===== src/rtl/genius_pkg.sv =====
// rtl/genius_pkg.sv - shared state encoding, color decode and per-level display timing
package genius_pkg;

   typedef enum logic [2:0] {
      ST_IDLE,
      ST_SHOW_ON,
      ST_SHOW_OFF,
      ST_WAIT_IN,
      ST_NEXT,
      ST_WIN,
      ST_LOSE
   } state_t;

   localparam int TIMER_W = 8;

   function automatic logic [3:0] color_decode(input logic [1:0] color);
      return 4'b0001 << color;
   endfunction

   // Higher levels flash each color for fewer ticks.
   function automatic logic [TIMER_W-1:0] on_ticks(input logic [1:0] level);
      case (level)
         2'd2:    return TIMER_W'(3);
         2'd3:    return TIMER_W'(2);
         default: return TIMER_W'(4);
      endcase
   endfunction

endpackage


===== src/rtl/genius_tick_timer.sv =====
// rtl/genius_tick_timer.sv - loadable TICK down-counter flagging the final counted tick
module genius_tick_timer #(
   parameter int W = 8
) (
   input  logic         clk,
   input  logic         rst,
   input  logic         clr,
   input  logic         load,
   input  logic [W-1:0] load_val,
   input  logic         tick,
   output logic         expired
);

   logic [W-1:0] cnt;

   // Load wins over tick, so a tick in the reload cycle is not counted.
   always_ff @(posedge clk) begin
      if (rst || clr)
         cnt <= '0;
      else if (load)
         cnt <= load_val;
      else if (tick && cnt != '0)
         cnt <= cnt - W'(1);
   end

   assign expired = tick && (cnt == W'(1));

endmodule


===== src/rtl/genius_round_ctrl.sv =====
// rtl/genius_round_ctrl.sv - Genius round sequencer: replay sequence, check presses, track rounds
module genius_round_ctrl
   import genius_pkg::*;
#(
   parameter int MAX_ROUND     = 15,
   parameter int TIMEOUT_TICKS = 8,
   parameter int OFF_TICKS     = 1
) (
   input  logic       CLOCK,
   input  logic       RESET,
   input  logic       START,
   input  logic       TICK,
   input  logic [1:0] REG_SetupLEVEL,
   input  logic [3:0] BTN,
   input  logic [1:0] SEQ_DATA,
   output logic [3:0] SEQ_ADDR,
   output logic [3:0] LED,
   output logic [3:0] ROUND,
   output logic [1:0] LEVEL,
   output logic       BUSY,
   output logic       WAITING,
   output logic       WIN,
   output logic       LOSE
);

   localparam logic [3:0] MAX_R = 4'(MAX_ROUND);

   state_t             state, state_nxt;
   logic [3:0]         addr_q, addr_nxt;
   logic [3:0]         round_q, round_nxt;
   logic [1:0]         level_q, level_nxt;
   logic               rearm;
   logic               tmr_load, tmr_clr, tmr_expired;
   logic [TIMER_W-1:0] tmr_val;
   logic [3:0]         exp_color;
   logic               btn_onehot;

   assign exp_color  = color_decode(SEQ_DATA);
   assign btn_onehot = (BTN != 4'd0) && ((BTN & (BTN - 4'd1)) == 4'd0);

   always_ff @(posedge CLOCK) begin
      if (RESET) begin
         state   <= ST_IDLE;
         addr_q  <= '0;
         round_q <= '0;
         level_q <= '0;
      end else begin
         state   <= state_nxt;
         addr_q  <= addr_nxt;
         round_q <= round_nxt;
         level_q <= level_nxt;
      end
   end

   always_comb begin
      state_nxt = state;
      addr_nxt  = addr_q;
      round_nxt = round_q;
      level_nxt = level_q;
      rearm     = 1'b0;
      case (state)
         ST_IDLE, ST_WIN, ST_LOSE: begin
            if (START) begin
               level_nxt = REG_SetupLEVEL;
               round_nxt = '0;
               addr_nxt  = '0;
               state_nxt = ST_SHOW_ON;
            end
         end
         ST_SHOW_ON: begin
            if (tmr_expired)
               state_nxt = ST_SHOW_OFF;
         end
         ST_SHOW_OFF: begin
            if (tmr_expired) begin
               if (addr_q == round_q) begin
                  addr_nxt  = '0;
                  state_nxt = ST_WAIT_IN;
               end else begin
                  addr_nxt  = addr_q + 4'd1;
                  state_nxt = ST_SHOW_ON;
               end
            end
         end
         ST_WAIT_IN: begin
            // A press is decided before the timeout, so it wins a same-cycle tie.
            if (BTN != 4'd0) begin
               if (!btn_onehot || BTN != exp_color)
                  state_nxt = ST_LOSE;
               else if (addr_q == round_q)
                  state_nxt = ST_NEXT;
               else begin
                  addr_nxt = addr_q + 4'd1;
                  rearm    = 1'b1;
               end
            end else if (tmr_expired) begin
               state_nxt = ST_LOSE;
            end
         end
         ST_NEXT: begin
            round_nxt = round_q + 4'd1;
            if (round_q + 4'd1 == MAX_R)
               state_nxt = ST_WIN;
            else begin
               addr_nxt  = '0;
               state_nxt = ST_SHOW_ON;
            end
         end
         default: state_nxt = ST_IDLE;
      endcase
   end

   // Timer is reloaded on every state change and on each accepted intermediate press.
   always_comb begin
      tmr_load = 1'b0;
      tmr_clr  = 1'b0;
      tmr_val  = '0;
      if (state_nxt != state || rearm) begin
         case (state_nxt)
            ST_SHOW_ON: begin
               tmr_load = 1'b1;
               tmr_val  = on_ticks(level_nxt);
            end
            ST_SHOW_OFF: begin
               tmr_load = 1'b1;
               tmr_val  = TIMER_W'(OFF_TICKS);
            end
            ST_WAIT_IN: begin
               tmr_load = 1'b1;
               tmr_val  = TIMER_W'(TIMEOUT_TICKS);
            end
            default: tmr_clr = 1'b1;
         endcase
      end
   end

   genius_tick_timer #(
      .W (TIMER_W)
   ) u_timer (
      .clk      (CLOCK),
      .rst      (RESET),
      .clr      (tmr_clr),
      .load     (tmr_load),
      .load_val (tmr_val),
      .tick     (TICK),
      .expired  (tmr_expired)
   );

   always_comb begin
      LED = 4'd0;
      case (state)
         ST_SHOW_ON: LED = exp_color;
         ST_WIN:     LED = 4'b1111;
         default:    LED = 4'd0;
      endcase
   end

   assign SEQ_ADDR = addr_q;
   assign ROUND    = round_q;
   assign LEVEL    = level_q;
   assign BUSY     = !(state == ST_IDLE || state == ST_WIN || state == ST_LOSE);
   assign WAITING  = (state == ST_WAIT_IN);
   assign WIN      = (state == ST_WIN);
   assign LOSE     = (state == ST_LOSE);

endmodule


===== config.mk =====
export PLATFORM = sky130hd
export DESIGN_NAME = genius_round_ctrl
export DESIGN_NICKNAME = d
export VERILOG_FILES = /design/src/rtl/genius_pkg.sv /design/src/rtl/genius_tick_timer.sv /design/src/rtl/genius_round_ctrl.sv
export SDC_FILE = /design/constraint.sdc
export NUM_CORES = 1
export LEC_CHECK = 0
export CAP_MARGIN = 20
export CELL_PAD_IN_SITES_DETAIL_PLACEMENT = 1
export CELL_PAD_IN_SITES_GLOBAL_PLACEMENT = 1
export CORE_MARGIN = 3
export CORE_UTILIZATION = 40
export DETAILED_ROUTE_END_ITERATION = 12
export GPL_TIMING_DRIVEN = 0
export PLACE_DENSITY_LB_ADDON = 0.12
export SKIP_LAST_GASP = 1
export SYNTH_ARGS = -nofsm -noshare
export SYNTH_HDL_FRONTEND = slang
export SYNTH_SLANG_ARGS = --single-unit

===== constraint.sdc =====
create_clock -name CLOCK -period 6.5 [get_ports CLOCK]
set_input_delay 0.65 -clock CLOCK [delete_from_list [all_inputs] [get_ports CLOCK]]
set_output_delay 0.65 -clock CLOCK [all_outputs]
set_load 0.01 [all_outputs]

; After elaboration in Yosys (flattened, before gate mapping)
; Cells that the tools add are included.
[word_totals]
regBits = 21
input_bits = 12
out_inout_bits = 18
word_cells = 89
[classes]
add_sub_neg = 4
n_eq_ne = 22
n_shift = 1
muxes = 35
bitwise_logic = 1
reduce_logical = 21
[op_table]
columns = operator, n
row1 = $mux 4, 8
row2 = $mux 3, 8
row3 = $mux 8, 2
row4 = $pmux 4 s2, 2
row5 = $pmux 4 s4, 1
row6 = $pmux 3 s5, 1
row7 = $eq 3x2->1 const B, 4
row8 = $pmux 4 s3, 1
row9 = $ne 2x2->1 const B, 5
row10 = $eq 3x3->1 const B, 3
row11 = $add 4x1->4 const B, 2
row12 = $eq 8x1->1 const B, 1
row13 = $mux 1, 8
row14 = $reduce_bool 4->1, 2
row15 = $reduce_bool 8->1, 1
row16 = $sub 8x1->8 const B, 1
row17 = $reduce_and 7->1, 1
row18 = $eq 3x1->1 const B, 2
row19 = $mux 2, 3
row20 = $pmux 3 s2, 1
row21 = $reduce_or 3->1, 2
row22 = $logic_or 1x1->1, 5
row23 = $and 4x4->4, 1
row24 = $eq 2x2->1 const B, 2
row25 = other kinds (13), 17

; Longest topological paths before layout
; Gate-level depths: netlist of the first run.
[depth]
word_depth = 14
depth_mapped = 10
ltp_nobuf = 9

; Cells and area by module
; From an unflattened synthesis of the first run, not the netlist that was laid out.
[unflattened]
cells_unflattened = 235
area_unflattened_um2 = 1786.7
[modules_own_cells]
columns = module, n_inst, cells_per_inst, area_each_um2, seq_area_each_um2
row1 = genius_round_ctrl, 1, 170, 1233.7, 260.2
row2 = genius_tick_timer, 1, 65, 553.0, 160.2

; Least setup slack after synthesis of the first run
; OpenSTA, ideal clock, no wires.
[synth_path]
path_kind = input to register
start = input BTN[3]
end = register addr_q[3] (netlist: SEQ_ADDR[3])
setup_ns = 0.070
arrival_time_ns = 2.801
required_time_ns = 6.430
slack_ns = 3.629
stages = 8
n_path_buf = 1
path_cell_list = or3b_1 > a2111o_1 > a31o_1 > o221a_4 > and2_4 > buf_6 > or4_1 > a21oi_1
[synth_via]
elab_chain_len = 8
word_cells_on_any_way = 11
cone_classes = add/sub (1) / eq/ne (3) / bitwise (1) / reduce/logical (6)
[synth_rtl]
columns = element, line
row1 = "start, declared", genius_round_ctrl.sv:14  ; input logic [3:0] BTN,
row2 = $sub 4x1->4, genius_round_ctrl.sv:39  ; assign btn_onehot = (BTN != 4'd0) && ((BTN & (BTN - 4'd1)) == 4'd0);
row3 = $and 4x4->4, genius_round_ctrl.sv:39
row4 = $logic_not 4->1, genius_round_ctrl.sv:39
row5 = $logic_and 1x1->1, genius_round_ctrl.sv:39
row6 = $logic_not 1->1, genius_round_ctrl.sv:88  ; if (!btn_onehot || BTN != exp_color)
row7 = $logic_or 1x1->1, genius_round_ctrl.sv:88
row8 = $ne 2x2->1 (no source line), --
row9 = $reduce_and 7->1 (no source line) (*), --
row10 = "end signal, assigned", genius_round_ctrl.sv:49  ; addr_q <= addr_nxt;
row11 = "end, declared", genius_round_ctrl.sv:29  ; logic [3:0] addr_q, addr_nxt;
; Mark *: on every way between the ends. The rest lies on a longest branch, timed or not.
; A chain may end at the register's enable or synchronous reset.

; Worst setup path in the final report of the first run
[layout_path]
start = input TICK
end = register u_timer.cnt[3]
[layout_via]
elab_chain_len = 9
word_cells_on_any_way = 22
cone_classes = eq/ne (4) / mux (12) / reduce/logical (6)
[layout_rtl]
columns = element, line
row1 = "start, declared", genius_round_ctrl.sv:12  ; input logic TICK,
row2 = $logic_and 1x1->1, genius_tick_timer.sv:26  ; assign expired = tick && (cnt == W'(1));
row3 = $mux 3, genius_round_ctrl.sv:96  ; end else if (tmr_expired) begin
row4 = $mux 3, genius_round_ctrl.sv:87  ; if (BTN != 4'd0) begin
row5 = $pmux 3 s5, genius_round_ctrl.sv:61  ; case (state)
row6 = $eq 3x1->1 / $eq 3x2->1 (equally long branches), genius_round_ctrl.sv:119  ; case (state_nxt)
row7 = $reduce_or 3->1 (no source line), --
row8 = $mux 1, genius_round_ctrl.sv:119
row9 = $mux 1, genius_round_ctrl.sv:118  ; if (state_nxt != state || rearm) begin
row10 = "$mux 8, or another cell as far along", genius_tick_timer.sv:20  ; else if (load)
row11 = "end signal, assigned", genius_tick_timer.sv:21  ; cnt <= load_val;
row12 = "end signal, assigned", genius_tick_timer.sv:23  ; cnt <= cnt - W'(1);
row13 = "end, declared", genius_tick_timer.sv:14  ; logic [W-1:0] cnt;
; Several ways; a longest one is shown, not always the timed one.

==> impl_results.md, run 1 <==
- Worst hold path type: reg2reg
- Via count: roughly 1,700
- Flop pwr share: 0.363
- Total Routing Usage GR: 0.226
- Clock Skew: ~1.9 ps
- Die area: between 4000 and 5000 sq um
- Post-route cell area: approximately 2000 sq um
- Clk slew on worst S/H paths: around 80 ps
- WL/cell: about 17 um
- Layout cells sized above 1: 0.0596
- Core area: 3720 sq um
- Post-CTS Resized: 0
- Outcome: finished clean
- Total power: 0.447 mW
- Grt total ovfl: 0
- MaxCap Viol Count: 0
- CTS HTree Levels: 1
- Element type at the critical path start: primary input
- Clk_lat worst skew: approximately 270 ps
- Syn nets: 220
- # hold bufs at CTS: 0
- Post-synth top area share: 0.270
- Slew Viols, Final: 0
- Port bufs: 29
- Crit-path max FO: 8
- Nets@finish: between 200 and 300
- Placed inst area: roughly 1900 sq um
- Worst hold path cell count: 2
- Vias in the first global route: ~1,700
- Power per Cell Area: about 230 nW/um^2
- Largest net degree at the start of global routing: 14
- #FFs+latches synth: 21
- Post-CTS Repair Setup Buffers: 0
- Routed Antenna Nets: 0
- CP cell instances: clkdlybuf4s50_1 -> or4bb_1 -> o211ai_1 -> a21boi_1 -> a211oi_1 -> nor2_1 -> a2111oi_0 -> nor4_1
- Gate power share: 0.430
- Worst reg2reg startpoint: u_timer.cnt[1]
- CTS tree: built
- Global-route wire length before repair: 7940 um
- Final min period: roughly 3400 ps
- Crit-path slowest cell: a211oi_1
- GPL Wtd Cong: a little under 0.8
- Post-Route WL: slightly below 5000 um
- Chip Height: 68.4 um
- Multi-input logic area: between 1000 and 1500 sq um
- DR pass1 iterations: 4
- Ys flop type: dfxtp_1
- Unrepaired setup endpoints after global routing: no
- Top post-synthesis cells by area: dfxtp_1, nor2_1, xnor2_1, ha_1, a21oi_1
- Num CTS Buffers: 3
- Io pins: 30
- CP endpoint kind: register
- Final Setup Violations: 0
- Seq. cell area: approximately 420 sq um
- Maximum VDD drop: ~0.18 mV
- Placed Instances: about 280
- Switch Pwr: 0.177 mW
- # diodes: 0
- Post-synthesis instance area: roughly 1600 sq um
- Vias/cell: approximately 6
- Sequential share of the synthesized area: 0.270
- Reg2Reg Depth: 9
- Starting DRC count in detailed routing: 93
- Clock power share: 0.207
- Die width: slightly below 70 um
- Netlist cell types: between 50 and 60
- Reg2reg end: u_timer.cnt[3]
- Residual DRC count: 0
- Tightest Pin Transition: around 1000 ps
- Maximum clock rate: between 0.2 and 0.3 GHz
- Max_slew headroom: 0.330
- Internal cell power: around 0.27 mW
- Root Buffer: clkbuf_8
- Min-Delay Endpoint: SEQ_ADDR[3]
- Initial Utilization: 0.419
- Post-synth EDFFs: 0
- Sw Share: 0.396
- Yosys warns: 0
- Register-to-register setup slack: about 3400 ps
- CP peak stage delay: 830 ps
- Static Leakage: between 0.7 and 0.8 nW
- Total clock sinks: 21
- Post-synthesis cell count: between 200 and 250
- Initial antenna violation count: 0
- Worst EP arrival: between 3000 and 4000 ps
- Setup CP Type: in2reg
- Clock buffer depth: 2
- Fin cells: 283
- Cell taking the most area after synthesis: dfxtp_1
- Row cnt: 22
- FILL cells: approximately 470
- Area Overhead vs Synth: 25.7%
- Asr flop ratio synth: 0
- Final HPWL from detailed placement: approximately 3800 um
- Hold Crit Start: SEQ_ADDR[3]
- Setup TNS: 0 ps
- Critical Path RT: about 6700 ps
- Final hold violation count: 0
- Final period utilization: 0.531
- Mean Syn Cell Area: around 7.7 sq um
## cells in the mapped netlist, types with 2 or more instances
library cell	instances
a2111oi_0	2
a211oi_1	3
a21oi_1	13
a31oi_1	4
and2_1	2
clkbuf_1	5
dfxtp_1	21
ha_1	6
inv_1	9
mux2i_1	3
nand2_1	9
nand2b_1	2
nand3_1	8
nand3b_1	2
nand4_1	2
nor2_1	34
nor2b_1	5
nor3_1	4
nor4_1	5
o21ai_0	10
o31ai_1	2
or3_1	3
xnor2_1	10
xor2_1	4
## through the flow
step / util / setup slack, ps / hold WS, ps
after CTS: 0.526 / 3050 / 534
after floorplan: - / 3630 / 508
after global placement: 0.513 / 2900 / 502
after global routing: 0.526 / 2780 / 541
after detailed placement: 0.513 / 2770 / 519
final: 0.526 / 3050 / 526
## worst max path at each step
stage                start             end  slack (ps)  cells after the start
floorplan           BTN[3]     SEQ_ADDR[3]        3630                      8
global placement      TICK  u_timer.cnt[3]        2900                      8
detailed placement    TICK  u_timer.cnt[3]        2770                      8
CTS                   TICK  u_timer.cnt[3]        3050                      8
global route          TICK  u_timer.cnt[3]        2780                      8
finish                TICK  u_timer.cnt[3]        3050                      8
## sequential cells by signal, indices dropped and copies added (netlist names)
signal and flops:
ROUND 4, SEQ_ADDR 4, state 3, u_timer.cnt 8
LEVEL 2
## layout make-up
| type | instances | area share |
|---|---|---|
| plain buffers | 7 | 0.0179 |
| clock buffers | 3 | 0.0211 |
| clock inverters | 1 | 0.00384 |
| inverters | 9 | 0.0173 |
| multi-input cells | 165 | 0.545 |
| flip-flops and latches | 21 | 0.215 |
| well taps | 48 | 0.0307 |
| repair buffers | 29 | 0.149 |
## placed cells by master (no fill, tap or decap), types with 2 or more instances in the layout
cell / count
mux2i_1: 3
nor2b_1: 5
clkdlybuf4s50_1: 29
nor3_1: 4
inv_1: 9
nor2_1: 34
ha_1: 6
nand2b_1: 2
nor4_1: 5
clkbuf_1: 5
o21ai_0: 10
a21oi_1: 13
or3_1: 3
o31ai_1: 2
a2111oi_0: 2
a31oi_1: 4
a211oi_1: 3
and2_1: 2
xnor2_1: 10
nand3_1: 8
xor2_1: 4
nand4_1: 2
clkbuf_8: 3
dfxtp_1: 21
nand2_1: 9
nand3b_1: 2
## power groups by stage
stage | Clock, mW | Combinational [mW] | Sequential (mW)
finish | 0.0925 | 0.192 | 0.162
global route | 0.0995 | 0.211 | 0.166
CTS | 0.0935 | 0.192 | 0.163
detailed placement | 0 | 0.189 | 0.166
global placement | 0 | 0.178 | 0.163
floorplan | 0 | 0.133 | 0.161
## cells by family after synthesis
kind of cell    after synthesis  share of synthesized area
simple gates                 89                      0.299
compound gates               53                      0.240
flops                        21                      0.270
buf+inv                      16                     0.0442
xor+xnor                     14                     0.0788
fa+ha+maj                     6                     0.0483
mux                           3                     0.0193
## layer usage
layer  GRT usage  vias up  wire (um)
met5           0        -          0
met4      0.0918        0         60
met3      0.0328        7        205
met2       0.410       42       2550
met1       0.262      846       2110
li1            -      811          -
## critical path, delay by kind of cell
| kind | cells | cell delay (ps) |
|---|---|---|
| AOI/OAI and AO/OA | 4 | 1630 |
| buffers and inverters | 1 | 510 |
| and+or+nand+nor | 3 | 820 |
(Power assumes the default switching activity.)
==> run 2: changes to the inputs <==
- CORE_UTILIZATION: 40 -> 34
- clock period: 6.5 -> 3 ns (I/O delays scaled with it)
==> impl_results.md, run 2 (synthesis gave the netlist of run 1 again) <==
- Post-CTS Repair Setup Buffers: 0
- Root Buffer: clkbuf_8
- CTS HTree Levels: 1
- Worst hold path cell count: 2
- # diodes: 0
- Row cnt: 23
- Internal cell power: approximately 0.59 mW
- Vias/cell: roughly 5.7
- Final period utilization: 0.958
- Total clock sinks: 21
- Crit-path max FO: 10
- MaxCap Viol Count: 0
- Post-route cell area: 1980 sq um
- Total Routing Usage GR: 0.184
- Power per Cell Area: approximately 480 nW/um^2
- Final min period: approximately 2900 ps
- Maximum clock rate: 0.348 GHz
- Largest net degree at the start of global routing: 13
- Clk_lat worst skew: roughly 270 ps
- DR pass1 iterations: 4
- Grt total ovfl: 0
- Port bufs: 29
- Chip Height: about 74 um
- Die width: roughly 74 um
- Routed Antenna Nets: 0
- Layout cells sized above 1: 0.0766
- Final Util: 0.471
- Element type at the critical path start: primary input
- Initial antenna violation count: 0
- Reg2Reg Depth: 9
- Clock Skew: ~9.6 ps
- Worst hold path type: reg2reg
- Total power: 0.958 mW
- Clock buffer depth: 2
- Top reg by flops: u_timer.cnt
- Setup CP Type: in2reg
- Slew Viols, Final: 0
- Final hold violation count: 0
- Clock power share: 0.203
- GPL Wtd Cong: 0.860
- CP endpoint kind: register
- Die area: 5420 sq um
- Starting DRC count in detailed routing: roughly 120
- Global-route wire length before repair: 7890 um
- Clk slew on worst S/H paths: 90 ps
- Static Leakage: 0.727 nW
- Switch Pwr: roughly 0.37 mW
- Post-Route WL: ~4700 um
- Max_slew headroom: 0.553
- Worst EP arrival: around 3000 ps
- Core area: approximately 4200 sq um
- WL/cell: ~16 um
- Max reg flops: 8
- Most frequent cells in the layout: nor2_1, clkdlybuf4s50_1, dfxtp_1
- Initial Utilization: 0.370
- Sw Share: 0.387
- Critical Path RT: 3210 ps
- Area Overhead vs Synth: 27.3%
- Io pins: 30
- Gate power share: 0.428
- Maximum VDD drop: between 0.2 and 0.25 mV
- Outcome: finished clean
- Num CTS Buffers: 3
- Via count: 1,626
- CTS tree: built
- Placed inst area: 1910 sq um
- Residual DRC count: 0
- Commonest non-fill, non-tap cell in the layout: nor2_1
- Final Setup Violations: 0
- Final HPWL from detailed placement: 3740 um
- Nets@finish: 254
- Unrepaired setup endpoints after global routing: no
- Tightest Pin Transition: ~670 ps
- Flop pwr share: 0.369
- Vias in the first global route: approximately 1,700
-- run 2: critical path, cell delays in order --
cell             delay, ps
clkdlybuf4s50_1        530
or3b_1                 370
a2111o_1               440
a31o_1                 230
o221a_4                290
and2_4                 140
buf_6                  130
or4_1                  490
a21oi_1                150
-- run 2: layout make-up --
cell class | count | area, sq um
multi-input cells | 165 | 1090
flip-flops and latches | 21 | 420
clock buffers | 3 | 41.3
fillers | 524 | 2220
repair buffers | 29 | 293
plain buffers | 7 | 35.0
well taps | 50 | 62.6
clock inverters | 1 | 5.00
inverters | 9 | 33.8
-- run 2: path summary, 6_finish.rpt --
check                 start          end  slack (ps)
max                  BTN[2]  SEQ_ADDR[3]         130
min             SEQ_ADDR[3]  SEQ_ADDR[3]         530
max reg2reg  u_timer.cnt[1]  SEQ_ADDR[3]         190
min reg2reg     SEQ_ADDR[3]  SEQ_ADDR[3]         530
-- run 2: timing repair --
item	in CTS	in global routing
pin swaps	0	1
endpoints found under the hold margin	0	0
setup endpoints to repair	1	4
resized for setup	1	5
hold buffers	0	0
-- run 2: power by group through the flow --
stage               Clock [mW]  Combinational (mW)  Sequential (mW)
finish                   0.195               0.411            0.353
global route             0.211               0.465            0.361
CTS                      0.198               0.409            0.352
detailed placement           0               0.405            0.358
global placement             0               0.388            0.354
floorplan                    0               0.289            0.349
-- run 2: routing by layer --
metal / part of all wire / vias up / GRT usage / routed length (um)
met5: 0 / - / 0 / 0
met4: 0.0077 / 0 / 0.0463 / 36
met3: 0.035 / 4 / 0.0342 / 165
met2: 0.49 / 29 / 0.320 / 2310
met1: 0.46 / 786 / 0.231 / 2160
li1: - / 807 / - / -
-- run 2: per-stage QoR --
stage | setup TNS, ps | cells | hold WS (ps) | setup slack, ps
global route | 0 | 285 | 564 | 4.95
global placement | -766 | 281 | 507 | -223
finish | 0 | 285 | 531 | 127
CTS | 0 | 285 | 539 | 23.9
detailed placement | -1280 | 281 | 526 | -296
floorplan | 0 | 202 | 372 | 428
==> run 3: changes to the inputs <==
- CORE_UTILIZATION: 34 -> 35
- SYNTH_HIERARCHICAL: default -> 1
==> impl_results.md, run 3 <==
- Setup CP Type: reg2reg
- Initial antenna violation count: 0
- Layout cells sized above 1: 0.155
- Largest net degree at the start of global routing: 13
- Residual DRC count: 0
- Power per Cell Area: around 630 nW/um^2
- Placed Instances: 333
- Top post-synthesis cells by area: dfxtp_1, a21oi_1, nor2_1, o21ai_0, ha_1
- Core area: approximately 4800 sq um
- CP cell instances: or4_4 -> nor4_4 -> buf_4 -> nor2_2 -> a311o_1 -> a21boi_2 -> a2bb2oi_2 -> nand2_1 -> and2_4 -> or4_4 -> nand3_2
- Outcome: finished clean
- Initial Utilization: 0.371
- Flop pwr share: 0.271
- Setup ws final: between 100 and 150 ps
- Sw Share: 0.434
- Max reg flops: 8
- Slew Viols, Final: 0
- Total Routing Usage GR: 0.189
- Chip Height: approximately 77 um
- Worst hold path type: in2reg
- Area Overhead vs Synth: 31.5%
- Placed inst area: 2200 sq um
- Gate power share: 0.602
- Mean Syn Cell Area: 7.60 sq um
- Global-route wire length before repair: ~9300 um
- Final min period: 2870 ps
- Pre-CTS WS: -563 ps
- Most frequent CP cell: or4_4
- MaxCap Viol Count: 0
- Die area: roughly 6000 sq um
- Post-synth top area share: 0.235
- Via count: 1,907
- Cell taking the most area after synthesis: dfxtp_1
- Unrepaired setup endpoints after global routing: no
- Final HPWL from detailed placement: approximately 4100 um
- Worst hold path cell count: 3
- Nets@finish: approximately 300
- Total clock sinks: 21
- Worst Path Buf+Inv: 1
- Grt total ovfl: 0
- Die width: roughly 77 um
- Internal cell power: approximately 0.84 mW
- Crit-path slowest cell: or4_4
- # hold bufs at CTS: 0
- Tightest Pin Transition: about 500 ps
- Fin cells: approximately 340
- Commonest cells in the netlist: nor2_1, dfxtp_1, a21oi_1, o21ai_0, nand2_1
- Post-synthesis cell count: 235
- Starting DRC count in detailed routing: slightly below 100
- Commonest non-fill, non-tap cell in the layout: clkdlybuf4s50_1
- Max_slew headroom: 0.666
- Post-synth EDFFs: 0
- CTS tree: built
- Maximum clock rate: 0.348 GHz
- Post-Route WL: between 5000 and 6000 um
- Clk slew on worst S/H paths: around 80 ps
- Routed Antenna Nets: 0
- Maximum VDD drop: around 0.25 mV
- Vias/cell: ~5.5
- Setup TNS: 0 ps
- Row cnt: 25
- Critical Path RT: 3210 ps
- GPL Wtd Cong: between 0.8 and 0.9
- Total power: approximately 1.5 mW
- Num CTS Buffers: 3
- Worst EP arrival: just over 3000 ps
- Static Leakage: roughly 0.9 nW
- Crit-path max FO: 9
- Top reg by flops: u_timer/cnt
- #FFs+latches synth: 21
- Yosys warns: 6
- Netlist cell types: 60
- Vias in the first global route: a little under 2,000
- Post-route cell area: roughly 2300 sq um
- DR pass1 iterations: 4
- # diodes: 0
- WHS: 513 ps
- Final Util: 0.488
- Clock power share: 0.128
- Clock Skew: between 6 and 7 ps
- Root Buffer: clkbuf_8
- Final Setup Violations: 0
- Sequential share of the synthesized area: 0.235
- Most frequent cell after synthesis: nor2_1
- Element type at the critical path start: register
- Port bufs: 28
- Most frequent cells in the layout: clkdlybuf4s50_1, nor2_1, a21oi_1
- Post-synthesis instance area: 1790 sq um
- Ys flop type: dfxtp_1
- Cell family with most CP delay: simple AND/OR/NAND/NOR gates
- CP endpoint kind: register
- CTS HTree Levels: 1
- Final hold violation count: 0
- Switch Pwr: between 0.6 and 0.7 mW
- Crit path depth: 11
- Clock buffer depth: 2
- Register-to-register setup slack: ~130 ps
- WL/cell: about 16 um
- Final period utilization: 0.957
- CP peak stage delay: roughly 570 ps
- Clk_lat worst skew: ~260 ps
- Reg2Reg Depth: 11
- Asr flop ratio synth: 0
- Io pins: 30
==> run 3: cell families (layout without fill, tap and decap cells) <==
kind of cell    count (synthesis)  count (layout)  share of synthesized area
compound gates                 76              76                      0.307
mux                             4               4                     0.0224
xor+xnor                        9               9                     0.0441
other cells                     1               4                    0.00210
simple gates                   97              97                      0.298
buf+inv                        21              60                     0.0483
flops                          21              21                      0.235
fa+ha+maj                       6               6                     0.0420
==> run 3: timing repair <==
item / 4_1_cts / 5_1_grt
pin swaps: 8 / 4
setup buffers: 8 / 1
resized for setup: 14 / 8
endpoints found under the setup margin: 8 / 7
==> run 3: final cells by class <==
cell class	count	area, sq um
multi-input combinational	196	1370
inverter	10	37.5
timing repair buffer	37	350
clock inverter	1	5.00
buffer	9	37.5
fill	625	2470
sequential	21	424
tap	67	83.8
clock buffer	3	41.3
==> run 3: power by group through the flow <==
stage / sequential [mW] / combinational, mW / clock, mW
after floorplan: 0.389 / 0.606 / 0
after global placement: 0.403 / 0.779 / 0
after detailed placement: 0.406 / 0.796 / 0
after CTS: 0.400 / 0.876 / 0.199
after global routing: 0.413 / 0.984 / 0.210
final: 0.403 / 0.896 / 0.190
==> run 3: tightest hold or removal path, stage by stage <==
cell and delay [ps]:
dlymetal6s2s_1 230, o21ai_4 130, o41ai_1 80
==> run 3: routing by layer <==
metal  share of wire  up-vias  track usage
met3           0.025        2       0.0244
met2            0.45       28        0.288
li1                -      955            -
met5               0        -            0
met4          0.0054        0       0.0498
met1            0.52      922        0.278
==> run 3: worst paths after layout <==
| kind | startpoint | end |
|---|---|---|
| setup / recovery | u_timer/cnt[3] | u_timer/cnt[1] |
| hold / removal | TICK | u_timer/cnt[5] |
| setup reg to reg | u_timer/cnt[3] | u_timer/cnt[1] |
| hold reg to reg | SEQ_ADDR[3] | SEQ_ADDR[3] |
